File: src/rtl/cpu_fetch_pkg.sv
// cpu_fetch_pkg: fetch-stage widths, FSM state codes and the NOP bubble shared with decode
package cpu_fetch_pkg;
  localparam int FETCH_PC_W = 8;
  localparam int FETCH_INSN_W = 16;
  localparam logic [1:0] IDLE = 2'd0;
  localparam logic [1:0] REQ = 2'd1;
  localparam logic [1:0] DRAIN = 2'd2;
  localparam logic [15:0] NOP_INSN = 16'h0000;
endpackage

File: src/rtl/fetch_queue.sv
// fetch_queue: 2-entry oldest-first FIFO of {insn, pc} with flush
module fetch_queue
  import cpu_fetch_pkg::*;
#(
  parameter int PC_W = FETCH_PC_W,
  parameter int INSN_W = FETCH_INSN_W
) (
  input  logic              clk,
  input  logic              rst,
  input  logic              push,
  input  logic [INSN_W-1:0] push_insn,
  input  logic [PC_W-1:0]   push_pc,
  input  logic              pop,
  input  logic              flush,
  output logic [1:0]        occ,
  output logic [INSN_W-1:0] head_insn,
  output logic [PC_W-1:0]   head_pc
);
  logic [INSN_W+PC_W-1:0] e0, e1;
  logic wr1;
  assign wr1 = occ == 2'd2 || (occ == 2'd1 && !pop);
  assign {head_insn, head_pc} = e0;
  // shift the tail into the head on pop, then write the push into the first free slot
  always_ff @(posedge clk or posedge rst) begin
    if (rst) begin
      occ <= '0;
      e0 <= '0;
      e1 <= '0;
    end else begin
      occ <= flush ? 2'd0 : occ + 2'(push) - 2'(pop);
      if (pop) e0 <= e1;
      if (push && !wr1) e0 <= {push_insn, push_pc};
      if (push && wr1) e1 <= {push_insn, push_pc};
    end
  end
endmodule

File: src/rtl/if_fetch_unit.sv
// if_fetch_unit: PC owner issuing req/ack word fetches into a 2-deep queue with redirect flush
module if_fetch_unit
  import cpu_fetch_pkg::*;
#(
  parameter int PC_W = FETCH_PC_W,
  parameter int INSN_W = FETCH_INSN_W,
  parameter logic [PC_W-1:0] RESET_PC = '0
) (
  input  logic              clk,
  input  logic              rst,
  output logic              imem_req,
  output logic [PC_W-1:0]   imem_addr,
  input  logic              imem_ack,
  input  logic [INSN_W-1:0] imem_rdata,
  output logic              insn_valid,
  output logic [INSN_W-1:0] insn,
  output logic [PC_W-1:0]   insn_pc,
  input  logic              insn_ready,
  input  logic              redirect,
  input  logic [PC_W-1:0]   redirect_pc
);
  logic [1:0] state, state_n, occ;
  logic [PC_W-1:0] pc, req_addr, head_pc;
  logic [INSN_W-1:0] head_insn;
  logic push, pop, room;
  assign imem_req = state == REQ || state == DRAIN;
  assign imem_addr = req_addr;
  assign insn_valid = occ != 2'd0;
  assign insn = insn_valid ? head_insn : INSN_W'(NOP_INSN);
  assign insn_pc = insn_valid ? head_pc : '0;
  assign pop = insn_valid && insn_ready;
  assign push = state == REQ && imem_ack && !redirect;
  assign room = ({1'b0, occ} + 3'(push) - 3'(pop)) <= 3'd1;
  // a redirect always wins; a stale request in DRAIN is held until its ack retires it
  always_comb begin
    state_n = state;
    if (state == IDLE) state_n = (!redirect && room) ? REQ : IDLE;
    else if (state == REQ) state_n = imem_ack ? ((push && room) ? REQ : IDLE) : (redirect ? DRAIN : REQ);
    else state_n = imem_ack ? IDLE : DRAIN;
  end
  // pc tracks the next address to fetch; req_addr only moves when a new request launches
  always_ff @(posedge clk or posedge rst) begin
    if (rst) begin
      state <= IDLE;
      pc <= RESET_PC;
      req_addr <= '0;
    end else begin
      state <= state_n;
      if (redirect) pc <= redirect_pc;
      else if (push) pc <= req_addr + PC_W'(1);
      if (state == IDLE && !redirect && room) req_addr <= pc;
      else if (push && room) req_addr <= req_addr + PC_W'(1);
    end
  end
  fetch_queue #(.PC_W(PC_W), .INSN_W(INSN_W)) u_queue (
    .clk(clk),
    .rst(rst),
    .push(push),
    .push_insn(imem_rdata),
    .push_pc(req_addr),
    .pop(pop),
    .flush(redirect),
    .occ(occ),
    .head_insn(head_insn),
    .head_pc(head_pc)
  );
endmodule
File: config.mk
export PLATFORM = sky130hd
export DESIGN_NAME = if_fetch_unit
export DESIGN_NICKNAME = d
export VERILOG_FILES = /design/src/rtl/cpu_fetch_pkg.sv /design/src/rtl/fetch_queue.sv /design/src/rtl/if_fetch_unit.sv
export SDC_FILE = /design/constraint.sdc
export NUM_CORES = 1
export LEC_CHECK = 0
export BUFFER_PORTS_ARGS = -buffer_cell sky130_fd_sc_hd__buf_2
export CAP_MARGIN = 20
export CORE_UTILIZATION = 55
export CTS_BUF_LIST = sky130_fd_sc_hd__clkbuf_8
export CTS_CLUSTER_SIZE = 24
export DETAILED_ROUTE_END_ITERATION = 8
export GPL_TIMING_DRIVEN = 0
export PLACE_DENSITY = 0.76
export SETUP_SLACK_MARGIN = 0.2
export SYNTH_ARGS = -nofsm -noshare
export SYNTH_HDL_FRONTEND = slang
export SYNTH_HIERARCHICAL = 1
export SYNTH_SLANG_ARGS = --single-unit
File: constraint.sdc
create_clock -name clk -period 3.15 [get_ports clk]
set_input_delay 0 -clock clk [delete_from_list [all_inputs] [get_ports clk]]
set_output_delay 0 -clock clk [all_outputs]
set_load 0.005 [all_outputs]
Word level (Yosys, flattened, before mapping)
Index checks and enable logic that the tools add are counted.

Register bits: 68. Word-level logic and storage cells: 52.

Add/sub/neg operators: 5. Magnitude comparators: 1. Equality and inequality tests: 4. Muxes and demuxes: 16. Reduce and logical (&&, ||, !) cells: 20.

Operator list (count): 2-to-1 mux 24 bit (2); 2-to-1 mux 8 bit (5); 2-to-1 mux 16 bit (1); 2-to-1 mux 2 bit (6); logical AND 1 bit (10); adder 8 x 1 -> 8 bit (second input constant) (1); nonzero test 2 bit (4); == test 2 x 1 -> 1 bit (second input constant) (2); == test 2 bit (second input constant) (2); adder 2 x 1 -> 3 bit (1); less-or-equal comparator 3 x 1 -> 1 bit (second input constant) (1); zero test 1 bit (3); subtractor 3 x 1 -> 3 bit (1); adder 2 x 1 -> 2 bit (1); zero test 2 bit (1); logical OR 1 bit (2); 2-to-1 mux 1 bit (2); subtractor 2 x 1 -> 2 bit (1).

Longest topological paths before layout
Depth in word-level cells: 11. Mapped depth: 15.

Modules after synthesis
The synthesis kept the hierarchy.

By module, submodules not included: fetch_queue (times used 1, cells each 188, area each 2521.2 µm², seq. area each 1251.2 µm²); if_fetch_unit (times used 1, cells each 159, area each 1312.5 µm², seq. area each 450.4 µm²).

Worst setup path before layout
Ideal clock, no wire load.

Path kind: register to register. Start: reg state[1]. End: reg req_addr[2] (netlist: imem_addr[2]). Data arrival time: 2.616 ns. Setup slack: 0.398 ns. Stages on the path, launching flop included: 16. Buffers on the path: 2. Period minus slack after synthesis: 2.752 ns. Path through: dfrtp_1 -> inv_1 -> ha_1 -> and2_1 -> buf_2 -> nand2_1 -> ha_1 -> inv_1 -> ha_1 -> inv_1 -> fa_1 -> xnor2_1 -> nand3_1 -> clkbuf_1 -> o21ai_0 -> o21ai_0.

Word-level cells in the longest chain between the ends: 8. Elaborated cells on any way between the ends: 12. Those cells by class: add/sub (2); order compare (1); eq/ne (1); mux (1); reduce/logical (7).

Ends and longest elaborated chain: start: declaration (RTL line if_fetch_unit.sv:22) `logic [1:0] state, state_n, occ;`; start signal: assignment (RTL line if_fetch_unit.sv:48) `state <= state_n;`; == test 2 x 1 -> 1 bit (RTL line if_fetch_unit.sv:32) `assign push = state == REQ && imem_ack && !redirect;`; logical AND 1 bit (2 in a row) (RTL line if_fetch_unit.sv:32); adder 2 x 1 -> 3 bit (RTL line if_fetch_unit.sv:33) `assign room = ({1'b0, occ} + 3'(push) - 3'(pop)) <= 3'd1;`; subtractor 3 x 1 -> 3 bit (RTL line if_fetch_unit.sv:33); less-or-equal comparator 3 x 1 -> 1 bit (RTL line if_fetch_unit.sv:33); logical AND 1 bit, on equally long branches (RTL line if_fetch_unit.sv:51, if_fetch_unit.sv:52); 2-to-1 mux 8 bit / nonzero test 2 bit (equally long branches); end signal: assignment (RTL line if_fetch_unit.sv:51) `if (state == IDLE && !redirect && room) req_addr <= pc;`; end signal: assignment (RTL line if_fetch_unit.sv:52) `else if (push && room) req_addr <= req_addr + PC_W'(1);`; end: declaration (RTL line if_fetch_unit.sv:23) `logic [PC_W-1:0] pc, req_addr, head_pc;`.

Parallel ways exist; a longest one is shown, timed or not. A chain may end at the register's enable or synchronous reset.

Worst setup path in the final report
Same ends and word-level chain as after synthesis.

==> reports/qor.yml <==
status:
  status: "complete, no violations"
clocking:
  root_buffer: "clkbuf_8"
  clk-insertion-delay-late_ns: 0.34
  cts.sinks: 68
  clockBufferDepth: 2
  cts_tree: "built"
  post_cts_buffers: 0
  cts_buffers: 9
  clk_pin_slew_ns: 0.07
  htree_levels: 3
critical_path:
  r2r_start: "state[1]$_DFF_PP0_"
  crit_buf_inv: 5
  critPathTopFamily: "adder cells"
  slowest_stage: "dfrtp_1"
  path_max_fanout: 10
  timing.rr.end: "imem_addr[2]$_DFFE_PP0P_"
  reg2reg_depth: 15
  worstSetupEndpoint: "imem_addr[2]$_DFFE_PP0P_"
  cp.depth: 15
  cp_data_required_time_ns: 3.37
  crit_start: "state[1]$_DFF_PP0_"
  path_class: "reg -> reg"
  critPathCaptureType: "flop"
  worstPathCellList: "inv_2 > ha_4 > and2_4 > buf_6 > nand2_2 > ha_1 > inv_1 > ha_1 > inv_1 > fa_2 > xnor2_2 > nand3_2 > buf_4 > o21ai_0 > o21ai_1"
  worst-endpoint-arrival_ns: 2.98
  max_stage_delay_ns: 0.38
  reg2reg_slack_ns: 0.39
  cp-start-kind: "flop"
global_routing:
  grt_use_total: 0.242
  grt_pass1_vias: 2835
  grt_overflow: 0
  antenna_found_initial: 0
  grt_pass1_wl_mm: 13.8
  grt_max_degree: 44
floorplanning:
  io_pins: 63
  die_y_microns: 85.5
  core_region_area_sq_mm: 0.00676
  die_x_microns: 85.5
  dieArea_sq_mm: 0.00731
  rows: 30
  initial_core_util: 0.567
logic_synthesis:
  synth-edff-count: 0
  synth-adder-area-share: 0.0281
  synthTopCellsByArea: "dfrtp_1, mux2_2, nor2b_1"
  synth_flop_cell: "dfrtp_1"
  ys_ff_latch: 68
  synth_top_family_by_area: "multiplexers"
  yosys.cell_count.top_type: "dfrtp_1"
  synth_nets: 384
  syn_avg_cell_area_sq_um: 11.0
  synth.cell_area_sq_mm: 0.00383
  synthMuxAreaShare: 0.197
  yosys.area.top_type_share: 0.444
  synth_compound_area_frac: 0.129
  synthArstFlopShare: 1.00
  yosys_warnings: 6
  synth_cells: 347
  synth_common_cells: "dfrtp_1, mux2_2, nor2b_1, o21ai_0, nor2_1"
  synth_xor_area_frac: 0.0160
  synth_cell_types: 46
  yosysSeqAreaShare: 0.444
  synth_area_leader_cell: "dfrtp_1"
  synthSimpleGateAreaFrac: 0.133
place:
  dp_cells: 490
  io_buffers: 62
  dp_hpwl_mm: 5.64
  gp_congestion: 0.937
detailed_routing:
  first_pass_iters: 4
  wire_per_inst_microns: 15.6
  vias_per_cell: 5.47
  drt_iter0_drc: 193
  drcViolationCount: 0
  routed_wl_mm: 8.30
  drtAntennaViolNets: 0
  route.vias.total: 2915
finish:
  nFillCells: 502
  nets: 485
  antenna_cells: 0
  ff_latch_area_sq_mm: 0.00170
  syn2layout_area_growth_pct: 24.2
  finalNonFillerCells: 533
  drive_above_1_share: 0.404
  multi_input_area_sq_mm: 0.00197
flow_run:
  cap_viol_max_count: 0
sta:
  slew_headroom: 0.543
  min_period_over_period: 0.875
  grt_setup_unrepaired: "false"
  whs_ns: 0.129
  hold_violations: 0
  drv_slew: 0
  fin_skew_ns: 0.00756
  worst_pin_slew_ns: 0.685
  min_period_ns: 2.76
  finalSetupViolCount: 0
  max_freq_mhz: 363
power:
  p_per_area_mw_per_mm2: 847
  ir_worst_vdd_v: 0.000569
  power_leakage_nw: 2.22
worst_hold_path:
  hold_path_class: "in -> async"
==> kinds of logic (layout without fill, tap and decap cells) <==
| group | count (synthesis) | in the layout |
|---|---|---|
| and+or+nand+nor | 88 | 88 |
| AOI/OAI and AO/OA | 72 | 72 |
| DFF | 68 | 68 |
| muxes | 64 | 64 |
| buffers and inverters | 40 | 146 |
| adders and majority gates | 8 | 8 |
| xor gates and xnor gates | 7 | 7 |
==> power by group <==
part / total [mW] / switching, mW / internal (mW)
sequential: 1.45 / 0.271 / 1.18
combinational: 1.97 / 0.954 / 1.02
clock: 0.608 / 0.328 / 0.280
total: 4.03 / 1.55 / 2.48
==> final cells by class <==
| class | count | area share |
|---|---|---|
| tap | 80 | 0.0210 |
| clock buffer | 9 | 0.0260 |
| clock inverter | 7 | 0.00920 |
| buffer | 25 | 0.0336 |
| sequential | 68 | 0.358 |
| multi-input combinational | 239 | 0.415 |
| timing repair buffer | 90 | 0.126 |
| inverter | 15 | 0.0118 |
==> worst min path at each step <==
| stage | start | end | slack, ns | cells past startpoint |
|---|---|---|---|---|
| floorplan | rst | imem_addr[0]$_DFFE_PP0P_ | -0.06 | 1 |
| global placement | rst | imem_addr[1]$_DFFE_PP0P_ | 0.14 | 2 |
| detailed placement | rst | u_queue/e0[2]$_DFFE_PP0P_ | -0.07 | 2 |
| CTS | rst | u_queue/e0[2]$_DFFE_PP0P_ | 0.11 | 3 |
| global route | rst | u_queue/e0[0]$_DFFE_PP0P_ | 0.13 | 3 |
| finish | rst | u_queue/e0[0]$_DFFE_PP0P_ | 0.13 | 3 |
==> cell usage in the layout (no fill, tap or decap), types with 3 or more instances in the layout <==
cell           netlist  layout
buf_2                6      67
dfrtp_1             68      67
mux2_2              53      53
dlygate4sd3_1        0      27
nor2b_1             26      26
o21ai_0             25      24
nor2_1              23      22
inv_1               15      13
mux2_4              10      10
nand2_1             10       9
clkbuf_1            12       9
a21oi_1              9       9
clkbuf_8             0       9
or4b_2               9       9
o32ai_1              9       9
a211oi_1             9       9
ha_1                 7       6
buf_6                3       4
xnor2_1              5       4
nor3_1               4       4
a32oi_1              4       4
clkinv_2             0       4
and3_1               3       3
buf_4                2       3
o22a_1               3       3
==> worst min-delay path: stages <==
cell and delay (ns):
dlygate4sd3_1 0.54, buf_2 0.13, inv_2 0.16
==> registers in the layout, indices dropped and copies added, names as in the netlist <==
| register | cells |
|---|---|
| pc | 8 |
| u_queue/e0 | 24 |
| u_queue/e1 | 24 |
| u_queue/occ | 2 |
| state | 2 |
| imem_addr | 8 |
==> timing repair <==
item                       CTS  global route
pin swaps                    0             1
resized for setup            7            15
hold endpoints to repair   110             0
setup endpoints to repair    9            10
hold buffers                27             0
==> stage by stage <==
step,power [mW],setup slack [ns],setup TNS (ns),util,area (sq um)
6_report,4.03,0.393,0,0.705,4760
5_1_grt,4.34,0.214,0,0.705,4760
4_1_cts,3.99,0.218,0,0.699,4720
3_5_place_dp,3.31,-0.00971,-0.00971,0.631,4260
3_3_place_gp,3.24,0.0526,0,0.628,4240
2_1_floorplan,2.78,0.398,0,-,3830
==> routing by layer <==
metal  wire length (microns)  global-route usage
met2                    4110               0.400
met5                       0                   0
met4                      67              0.0636
met1                    3810               0.327
met3                     311              0.0481
Power figures use the tool's default switching activity.
